## src/rtl/pp_pkg.sv

```systemverilog
// Shared types and helpers for the two-bank ping-pong buffer.
// Provides the bank state enum and the length/count width helper.
package pp_pkg;

   typedef enum logic [1:0] {
      EMPTY = 2'd0,
      FILL  = 2'd1,
      FULL  = 2'd2
   } bank_state_t;

   // Width able to hold a length of 0..depth inclusive.
   function automatic int cnt_w(input int depth);
      return $clog2(depth + 1);
   endfunction

endpackage

```

## src/rtl/pp_bank.sv

```systemverilog
// One storage bank: DATA_W x DEPTH words, frame length and bank state.
// Ports: write port (wr_en/wr_addr/wr_data), close strobe with close_len,
// read address/data, free strobe, and state/len outputs.
module pp_bank
   import pp_pkg::*;
#(
   parameter int DATA_W = 8,
   parameter int DEPTH  = 16,
   parameter int CNT_W  = cnt_w(DEPTH),
   parameter int AW     = $clog2(DEPTH)
) (
   input  logic              clk,
   input  logic              rst,
   input  logic              wr_en,
   input  logic [AW-1:0]     wr_addr,
   input  logic [DATA_W-1:0] wr_data,
   input  logic              close,
   input  logic [CNT_W-1:0]  close_len,
   input  logic [AW-1:0]     rd_addr,
   output logic [DATA_W-1:0] rd_data,
   input  logic              free,
   output bank_state_t       state,
   output logic [CNT_W-1:0]  len
);

   logic [DATA_W-1:0] mem_q [DEPTH];
   bank_state_t       state_q, state_d;
   logic [CNT_W-1:0]  len_q, len_d;

   // free only occurs while FULL and writes only while not FULL,
   // so the two strobes never collide on the same bank.
   always_comb begin
      state_d = state_q;
      len_d   = len_q;
      if (free) begin
         state_d = EMPTY;
      end
      if (wr_en) begin
         if (close) begin
            state_d = FULL;
            len_d   = close_len;
         end else begin
            state_d = FILL;
         end
      end
   end

   always_ff @(posedge clk) begin
      if (rst) begin
         state_q <= EMPTY;
         len_q   <= '0;
      end else begin
         state_q <= state_d;
         len_q   <= len_d;
      end
   end

   always_ff @(posedge clk) begin
      if (wr_en) begin
         mem_q[wr_addr] <= wr_data;
      end
   end

   assign rd_data = mem_q[rd_addr];
   assign state   = state_q;
   assign len     = len_q;

endmodule

```

## src/rtl/pp_buffer.sv

```systemverilog
// Two-bank ping-pong buffer: writer fills one bank, reader drains the other.
// Ports: clk, rst, in_valid/in_data/in_last/in_ready (write side),
// busy/out_valid/out_data/out_last (read side), bank_full per bank.
module pp_buffer
   import pp_pkg::*;
#(
   parameter int DATA_W = 8,
   parameter int DEPTH  = 16
) (
   input  logic              clk,
   input  logic              rst,
   input  logic              in_valid,
   input  logic [DATA_W-1:0] in_data,
   input  logic              in_last,
   output logic              in_ready,
   input  logic              busy,
   output logic              out_valid,
   output logic [DATA_W-1:0] out_data,
   output logic              out_last,
   output logic [1:0]        bank_full
);

   localparam int CNT_W = cnt_w(DEPTH);
   localparam int AW    = $clog2(DEPTH);
   localparam logic [AW-1:0] PTR_MAX = AW'(DEPTH - 1);

   logic          wb_q, wb_d;
   logic          rb_q, rb_d;
   logic [AW-1:0] wr_ptr_q, wr_ptr_d;
   logic [AW-1:0] rd_ptr_q, rd_ptr_d;

   bank_state_t       st_w   [2];
   logic [CNT_W-1:0]  len_w  [2];
   logic [DATA_W-1:0] rdat_w [2];

   logic             wr_acc;
   logic             wr_close;
   logic [CNT_W-1:0] close_len;
   logic             rd_xfer;
   logic             rd_free;

   always_comb begin
      in_ready  = (st_w[wb_q] != FULL);
      out_valid = (st_w[rb_q] == FULL);
      wr_acc    = in_valid & in_ready;
      // A bank closes on an explicit frame end or on its last slot.
      wr_close  = wr_acc & (in_last | (wr_ptr_q == PTR_MAX));
      close_len = CNT_W'(wr_ptr_q) + CNT_W'(1);
      out_last  = out_valid &
                  (CNT_W'(rd_ptr_q) == (len_w[rb_q] - CNT_W'(1)));
      rd_xfer   = out_valid & ~busy;
      rd_free   = rd_xfer & out_last;
      // Forced to zero when idle so reset presents a clean bus.
      out_data  = out_valid ? rdat_w[rb_q] : '0;
      bank_full = {st_w[1] == FULL, st_w[0] == FULL};
   end

   always_comb begin
      wr_ptr_d = wr_ptr_q;
      rd_ptr_d = rd_ptr_q;
      wb_d     = wb_q ^ wr_close;
      rb_d     = rb_q ^ rd_free;
      if (wr_acc) begin
         wr_ptr_d = wr_close ? '0 : wr_ptr_q + AW'(1);
      end
      if (rd_xfer) begin
         rd_ptr_d = rd_free ? '0 : rd_ptr_q + AW'(1);
      end
   end

   always_ff @(posedge clk) begin
      if (rst) begin
         wb_q     <= 1'b0;
         rb_q     <= 1'b0;
         wr_ptr_q <= '0;
         rd_ptr_q <= '0;
      end else begin
         wb_q     <= wb_d;
         rb_q     <= rb_d;
         wr_ptr_q <= wr_ptr_d;
         rd_ptr_q <= rd_ptr_d;
      end
   end

   for (genvar b = 0; b < 2; b++) begin : g_bank
      pp_bank #(
         .DATA_W (DATA_W),
         .DEPTH  (DEPTH),
         .CNT_W  (CNT_W),
         .AW     (AW)
      ) u_bank (
         .clk       (clk),
         .rst       (rst),
         .wr_en     (wr_acc & (wb_q == 1'(b))),
         .wr_addr   (wr_ptr_q),
         .wr_data   (in_data),
         .close     (wr_close),
         .close_len (close_len),
         .rd_addr   (rd_ptr_q),
         .rd_data   (rdat_w[b]),
         .free      (rd_free & (rb_q == 1'(b))),
         .state     (st_w[b]),
         .len       (len_w[b])
      );
   end

endmodule

```

## config.mk

```make
export PLATFORM = sky130hd
export DESIGN_NAME = pp_buffer
export DESIGN_NICKNAME = d
export VERILOG_FILES = /design/src/rtl/pp_pkg.sv /design/src/rtl/pp_bank.sv /design/src/rtl/pp_buffer.sv
export SDC_FILE = /design/constraint.sdc
export NUM_CORES = 1
export LEC_CHECK = 0
export BUFFER_PORTS_ARGS = -buffer_cell sky130_fd_sc_hd__buf_2
export CORE_ASPECT_RATIO = 1.2
export CORE_MARGIN = 4
export CORE_UTILIZATION = 60
export CTS_BUF_LIST = sky130_fd_sc_hd__clkbuf_8 sky130_fd_sc_hd__clkbuf_16
export DETAILED_ROUTE_END_ITERATION = 12
export PLACE_DENSITY = 0.77
export SYNTH_ARGS = -nofsm -noshare
export SYNTH_HDL_FRONTEND = slang
export SYNTH_HIERARCHICAL = 1
export SYNTH_SLANG_ARGS = --single-unit
```

## constraint.sdc

```tcl
create_clock -name clk -period 6.7 [get_ports clk]
set_clock_uncertainty 0.2 [all_clocks]
set_input_delay 0.67 -clock clk [delete_from_list [all_inputs] [get_ports clk]]
set_output_delay 0.67 -clock clk [all_outputs]
set_load 0.005 [all_outputs]
```

==> results of run 1 <==
-- layout make-up --
type | count | area (um2) | share of cell area, %
Inverter | 8 | 30.0 | 0.240
Multi-Input combinational cell | 297 | 2990 | 23.9
Clock buffer | 27 | 676 | 5.39
Sequential cell | 280 | 8170 | 65.2
Clock inverter | 17 | 104 | 0.829
Tap cell | 252 | 315 | 2.52
Timing Repair Buffer | 41 | 243 | 1.94
-- cells in the mapped netlist, types with 2 or more instances --
master	n
buf_2	6
nand2b_1	5
and2_1	5
or3b_1	2
dfxtp_1	24
xor2_1	3
nand2_1	36
edfxtp_1	256
mux2i_1	13
clkbuf_1	4
or3_1	2
ha_1	5
a211oi_1	3
clkdlybuf4s25_2	6
nor3b_1	3
mux2_4	2
o21ai_0	3
nor3_1	18
mux4_1	28
nand3b_1	4
nand3_1	15
nor2b_1	4
mux4_2	36
nand4_1	2
and2b_1	2
buf_1	2
a211o_1	2
buf_4	2
xnor2_1	9
a21oi_1	16
nor4_1	3
buf_6	8
inv_1	7
nor2_1	36
a22oi_1	32
-- worst min path at each step --
stage | startpoint | to | slack (ns) | cells after the start
floorplan | g_bank[0].u_bank/len[0] | g_bank[0].u_bank/len[0] | 0.23 | 2
CTS | g_bank[1].u_bank/len[1] | g_bank[1].u_bank/len[1] | 0.26 | 2
global route | g_bank[1].u_bank/len[1] | g_bank[1].u_bank/len[1] | 0.27 | 2
detailed placement | g_bank[1].u_bank/len[1] | g_bank[1].u_bank/len[1] | 0.25 | 2
finish | g_bank[0].u_bank/len[1] | g_bank[0].u_bank/len[1] | 0.26 | 2
global placement | g_bank[1].u_bank/len[4] | g_bank[1].u_bank/len[4] | 0.24 | 2
-- worst reg2reg max path, cell delays in order, from the launching register on --
cell	delay, ns
dfxtp_1	1.03
mux2i_1	0.44
ha_1	0.31
xnor2_1	0.12
a2111o_1	0.48
nor3_4	0.24
and2_1	0.24
ha_1	0.19
nor3b_1	0.06
a21oi_1	0.13
nor2_1	0.06
-- layer usage --
| metal | global-route usage [%] | routed length (um) | up-vias |
|---|---|---|---|
| met4 | 6.97 | 599 | 0 |
| li1 | - | - | 2576 |
| met2 | 36.7 | 11800 | 330 |
| met3 | 2.72 | 1960 | 51 |
| met5 | 0 | 0 | - |
| met1 | 30.8 | 8790 | 3025 |
-- cells by family (layout without fill, tap and decap cells) --
kind of cell / after synthesis / after routing
adders and majority gates: 5 / 5
muxes: 79 / 79
and+or+nand+nor: 142 / 142
buffers and inverters: 36 / 93
xor gates and xnor gates: 12 / 12
AOI/OAI and AO/OA: 59 / 59
DFF: 280 / 280
-- registers in the layout, indices dropped and copies added, names as in the netlist --
name	count
g_bank.u_bank/mem_q	256
g_bank.u_bank/len	10
g_bank.u_bank/state	4
rd_ptr_q	4
wr_ptr_q	4
rb_q	1
wb_q	1
-- through the flow --
stage | total power, mW | cell area (um2)
after floorplan | 2.03 | 11400
after global placement | 2.08 | 11700
after detailed placement | 2.08 | 11700
after CTS | 3.41 | 12500
after global routing | 3.51 | 12500
final | 3.40 | 12500
-- power by group --
part / internal [mW] / switching, mW
Sequential: 1.92 / 0.0128
Combinational: 0.0416 / 0.0744
Clock: 0.762 / 0.589
==> flow_metrics.tcl, run 1 <==
set metrics [dict create \
    status "complete, no violations" \
    cts_resized 0 \
    wl_per_cell_um 25.1 \
    synth_area_um2 11400 \
    dieArea_um2 21300 \
    die_w_um 134 \
    final-setup-viol-count 0 \
    synth_top_family_by_area "multiplexers" \
    io_buffer_count 25 \
    dp_hpwl_um 14300 \
    crit_path_end_kind "output pin" \
    row_count 54 \
    die_h_um 159 \
    synth_cell_types 44 \
    critPathLaunch "rd_ptr_q[0]" \
    avgSynthCellArea_um2 18.6 \
    max-vdd-ir-drop_mv 0.253 \
    cpPeakStageDelay_ns 0.81 \
    ant_nets 0 \
    synthFlopType "edfxtp_1" \
    drive_above_1_share_pct 18.1 \
    synth_edf_count 256 \
    hold_buffers 0 \
    synth-xor-area-share_pct 0.922 \
    synthSimpleGateAreaFrac_pct 6.18 \
    cts_tree "built" \
    crit_slowest_cell "dfxtp_4" \
    crit_chain "buf_4, mux4_1, a22oi_1, nand2_1, mux2i_1, nor2_1, buf_2" \
    grt_pass1_wl_um 35800 \
    yosys.area_share.adder_pct 0.549 \
    ios 26 \
    holdWs_ns 0.260 \
    hp-class "flip-flop to flip-flop" \
    yosysSeqAreaShare_pct 71.7 \
    cp.required_ns 5.83 \
    grt_max_degree 69 \
    path_depth 7 \
    stdcell_count 922 \
    worstSetupPathType "flip-flop to output pin" \
    final_hold_viol_count 0 \
    drt_iter0_markers 599 \
    area_growth_pct 9.96 \
    rrSetupSlack_ns 3.08 \
    fin_ws_ns 2.27 \
    async_reset_ff_share_pct 0 \
    yosys.area.top_type "edfxtp_1" \
    max_freq_mhz 226 \
    firstDrtPassIters 5 \
    clock_latency_ns 0.52 \
    layout_common_cells "edfxtp_1, nor2_1, nand2_1, mux4_2, a22oi_1" \
    yosysWarnings 6 \
    dp.cells 877 \
    cts_sinks 280 \
    mostFrequentLayoutCell "edfxtp_1" \
    rr_startpoint "rb_q" \
    cap_viol_max_count 0 \
    n_antenna_cell 0 \
    ys_top_cells_by_area "edfxtp_1, mux4_2, mux4_1" \
    pre_cts_slack_ns 2.74 \
    wl_um 23200 \
    power_leakage_nw 3.98 \
    fin_crit_sh_pct 66.1 \
    cts-buffers-inserted 26 \
    max-slew-margin-rel_pct 8.76 \
    n_fill_cell 1124 \
    grt_pass1_vias 6081 \
    start_util_pct 61.8 \
    post_cts_buffers 0 \
    gr-total-overflow 0 \
    yosys.area.top_type_share_pct 67.4 \
    critical_path.endpoint "out_data[4]" \
    cp-start-kind "flip-flop" \
    cts.path.max_buffers 3 \
    vias 5982 \
    path_delay_family "flip-flops" \
    clkTransAtPathRegs_ns 0.06 \
    coreArea_um2 18400 \
    fin_crit_ns 4.43 \
    netlist_instances 613 \
    root_buffer "clkbuf_16" \
    synth_mux_area_share_pct 15.0 \
    synth_compound_area_share_pct 3.55 \
    fin_util_pct 67.9 \
    critPathMaxFanout 37 \
    ys_ff_latch 280 \
    crit_buf_inv 2 \
    track_usage_pct 22.0 \
    critPathArrivalTime_ns 3.56 \
    synth_nets 631 \
    vias_per_cell 6.49 \
    drc 0 \
    r2r-end "g_bank[1].u_bank/state[0]" \
    fin_tns_setup_ns 0 \
    tightest_slew_ns 1.36 \
    rsz0062_at_grt "false" \
    drv_slew 0 \
    antenna_found_initial 0 \
    gp_congestion 0.813 \
    nNetsFinal 672 \
    rr_worst_depth 10 \
    htreeDepth 1 \
    powerDensity_nw_per_um2 271 \
]
(Power assumes the default switching activity.)
==> inputs of run 2 (changes only) <==
- clock period: 6.7 -> 4.1 ns (I/O delays scaled with it)
==> flow_metrics.tcl, run 2 (synthesis gave the netlist of run 1 again) <==
set metrics [dict create \
    fin_tns_setup_ns 0 \
    dieArea_um2 21300 \
    crit_path_end_kind "output pin" \
    gp_congestion 0.813 \
    clock_latency_ns 0.50 \
    die_w_um 134 \
    max_freq_mhz 282 \
    wl_um 22800 \
    cap_viol_max_count 0 \
    finalInstanceArea_um2 12600 \
    area_growth_pct 10.5 \
    tightest_slew_ns 0.898 \
    antenna_found_initial 0 \
    ios 26 \
    status "complete, no violations" \
    start_util_pct 61.8 \
    fin_crit_ns 3.54 \
    grt_max_degree 33 \
    cts-buffers-inserted 24 \
    max-slew-margin-rel_pct 39.9 \
    critPathArrivalTime_ns 2.93 \
    die_h_um 159 \
    root_buffer "clkbuf_16" \
    n_antenna_cell 0 \
    io_buffer_count 25 \
    rr_worst_depth 11 \
    hp-class "input port to flip-flop" \
    coreArea_um2 18400 \
    fin_crit_sh_pct 86.4 \
    powerDensity_nw_per_um2 437 \
    use_met1_pct 30.7 \
    placed_area_um2 11800 \
    vias 5898 \
    critPathLaunch "rd_ptr_q[0]" \
    dp_hpwl_um 14100 \
    rrSetupSlack_ns 0.96 \
    ant_nets 0 \
    vias_per_cell 6.34 \
    nNetsFinal 679 \
    holdWs_ns 0.0416 \
    fin_util_pct 68.3 \
    grt_util_met3_pct 3.00 \
    worstSetupPathType "flip-flop to output pin" \
    firstDrtPassIters 5 \
    row_count 54 \
    track_usage_pct 21.8 \
    cp.required_ns 3.49 \
    final-setup-viol-count 0 \
    hold_buffers 0 \
    cp-start-kind "flip-flop" \
    r2r-end "g_bank[0].u_bank/state[0]" \
    use_met2_pct 36.5 \
    clkTransAtPathRegs_ns 0.06 \
    critical_path.endpoint "out_data[2]" \
    critPathMaxFanout 21 \
    drive_above_1_share_pct 18.9 \
    grt-busiest-layer "met2" \
    rsz0062_at_grt "false" \
    rr_startpoint "rb_q" \
    layout_common_cells "edfxtp_1, nor2_1, nand2_1, mux4_2, a22oi_1" \
    gr-total-overflow 0 \
    htreeDepth 1 \
    final_hold_viol_count 0 \
    cts_tree "built" \
    grt_pass1_wl_um 35500 \
    cts_resized 0 \
    power_leakage_nw 4.01 \
    post_cts_buffers 0 \
    n_fill_cell 1119 \
    largest_reg_flops 256 \
    wl_per_cell_um 24.4 \
    cts_sinks 280 \
    drt_iter0_markers 664 \
    max-vdd-ir-drop_mv 0.538 \
    mostFrequentLayoutCell "edfxtp_1" \
    drc 0 \
    grt_pass1_vias 5839 \
    drv_slew 0 \
    cts.path.max_buffers 3 \
    regMostFlops "g_bank.u_bank/mem_q" \
    p_total_mw 5.51 \
]
-- run 2: per-stage QoR --
stage          instances  worst slack, ns
2_1_floorplan        613             1.40
6_report             931            0.556
3_3_place_gp         887             1.11
3_5_place_dp         887             1.01
4_1_cts              931            0.546
5_1_grt              931            0.418
-- run 2: how the worst min path moves through the flow --
stage	start	cells past startpoint	to
6_report	in_last	3	wr_ptr_q[2]
5_1_grt	in_last	3	wr_ptr_q[2]
4_1_cts	in_last	3	wr_ptr_q[2]
3_5_place_dp	g_bank[0].u_bank/len[1]	2	g_bank[0].u_bank/len[1]
3_3_place_gp	g_bank[1].u_bank/len[0]	2	g_bank[1].u_bank/len[0]
2_1_floorplan	g_bank[0].u_bank/len[0]	2	g_bank[0].u_bank/len[0]
-- run 2: worst max-delay path, stage by stage (launching register included) --
cell     delay [ns]
dfxtp_4        0.60
buf_4          0.34
mux4_1         0.58
a22oi_1        0.34
nand2_1        0.14
mux2i_1        0.20
nor2_1         0.07
buf_2          0.15
-- run 2: layout make-up --
type	count	area (um2)	area share (%)
Clock buffer	25	626	4.96
Inverter	8	30.0	0.238
Sequential cell	280	8170	64.9
Multi-Input combinational cell	297	2980	23.7
Clock inverter	19	136	1.08
Tap cell	252	315	2.50
Timing Repair Buffer	50	338	2.68
-- run 2: metal layers --
layer  vias up  wire length (um)  part of all wire (%)
met3        47              1530                   6.7
met1      3011              9010                    40
met4         0               583                   2.6
li1       2597                 -                     -
met5         -                 0                     0
met2       243             11600                    51
-- run 2: where the power goes --
part	switching (mW)	leakage (nW)	internal (mW)
Clock	0.935	0.392	1.23
Combinational	0.122	1.12	0.0716
Sequential	0.0182	2.50	3.14
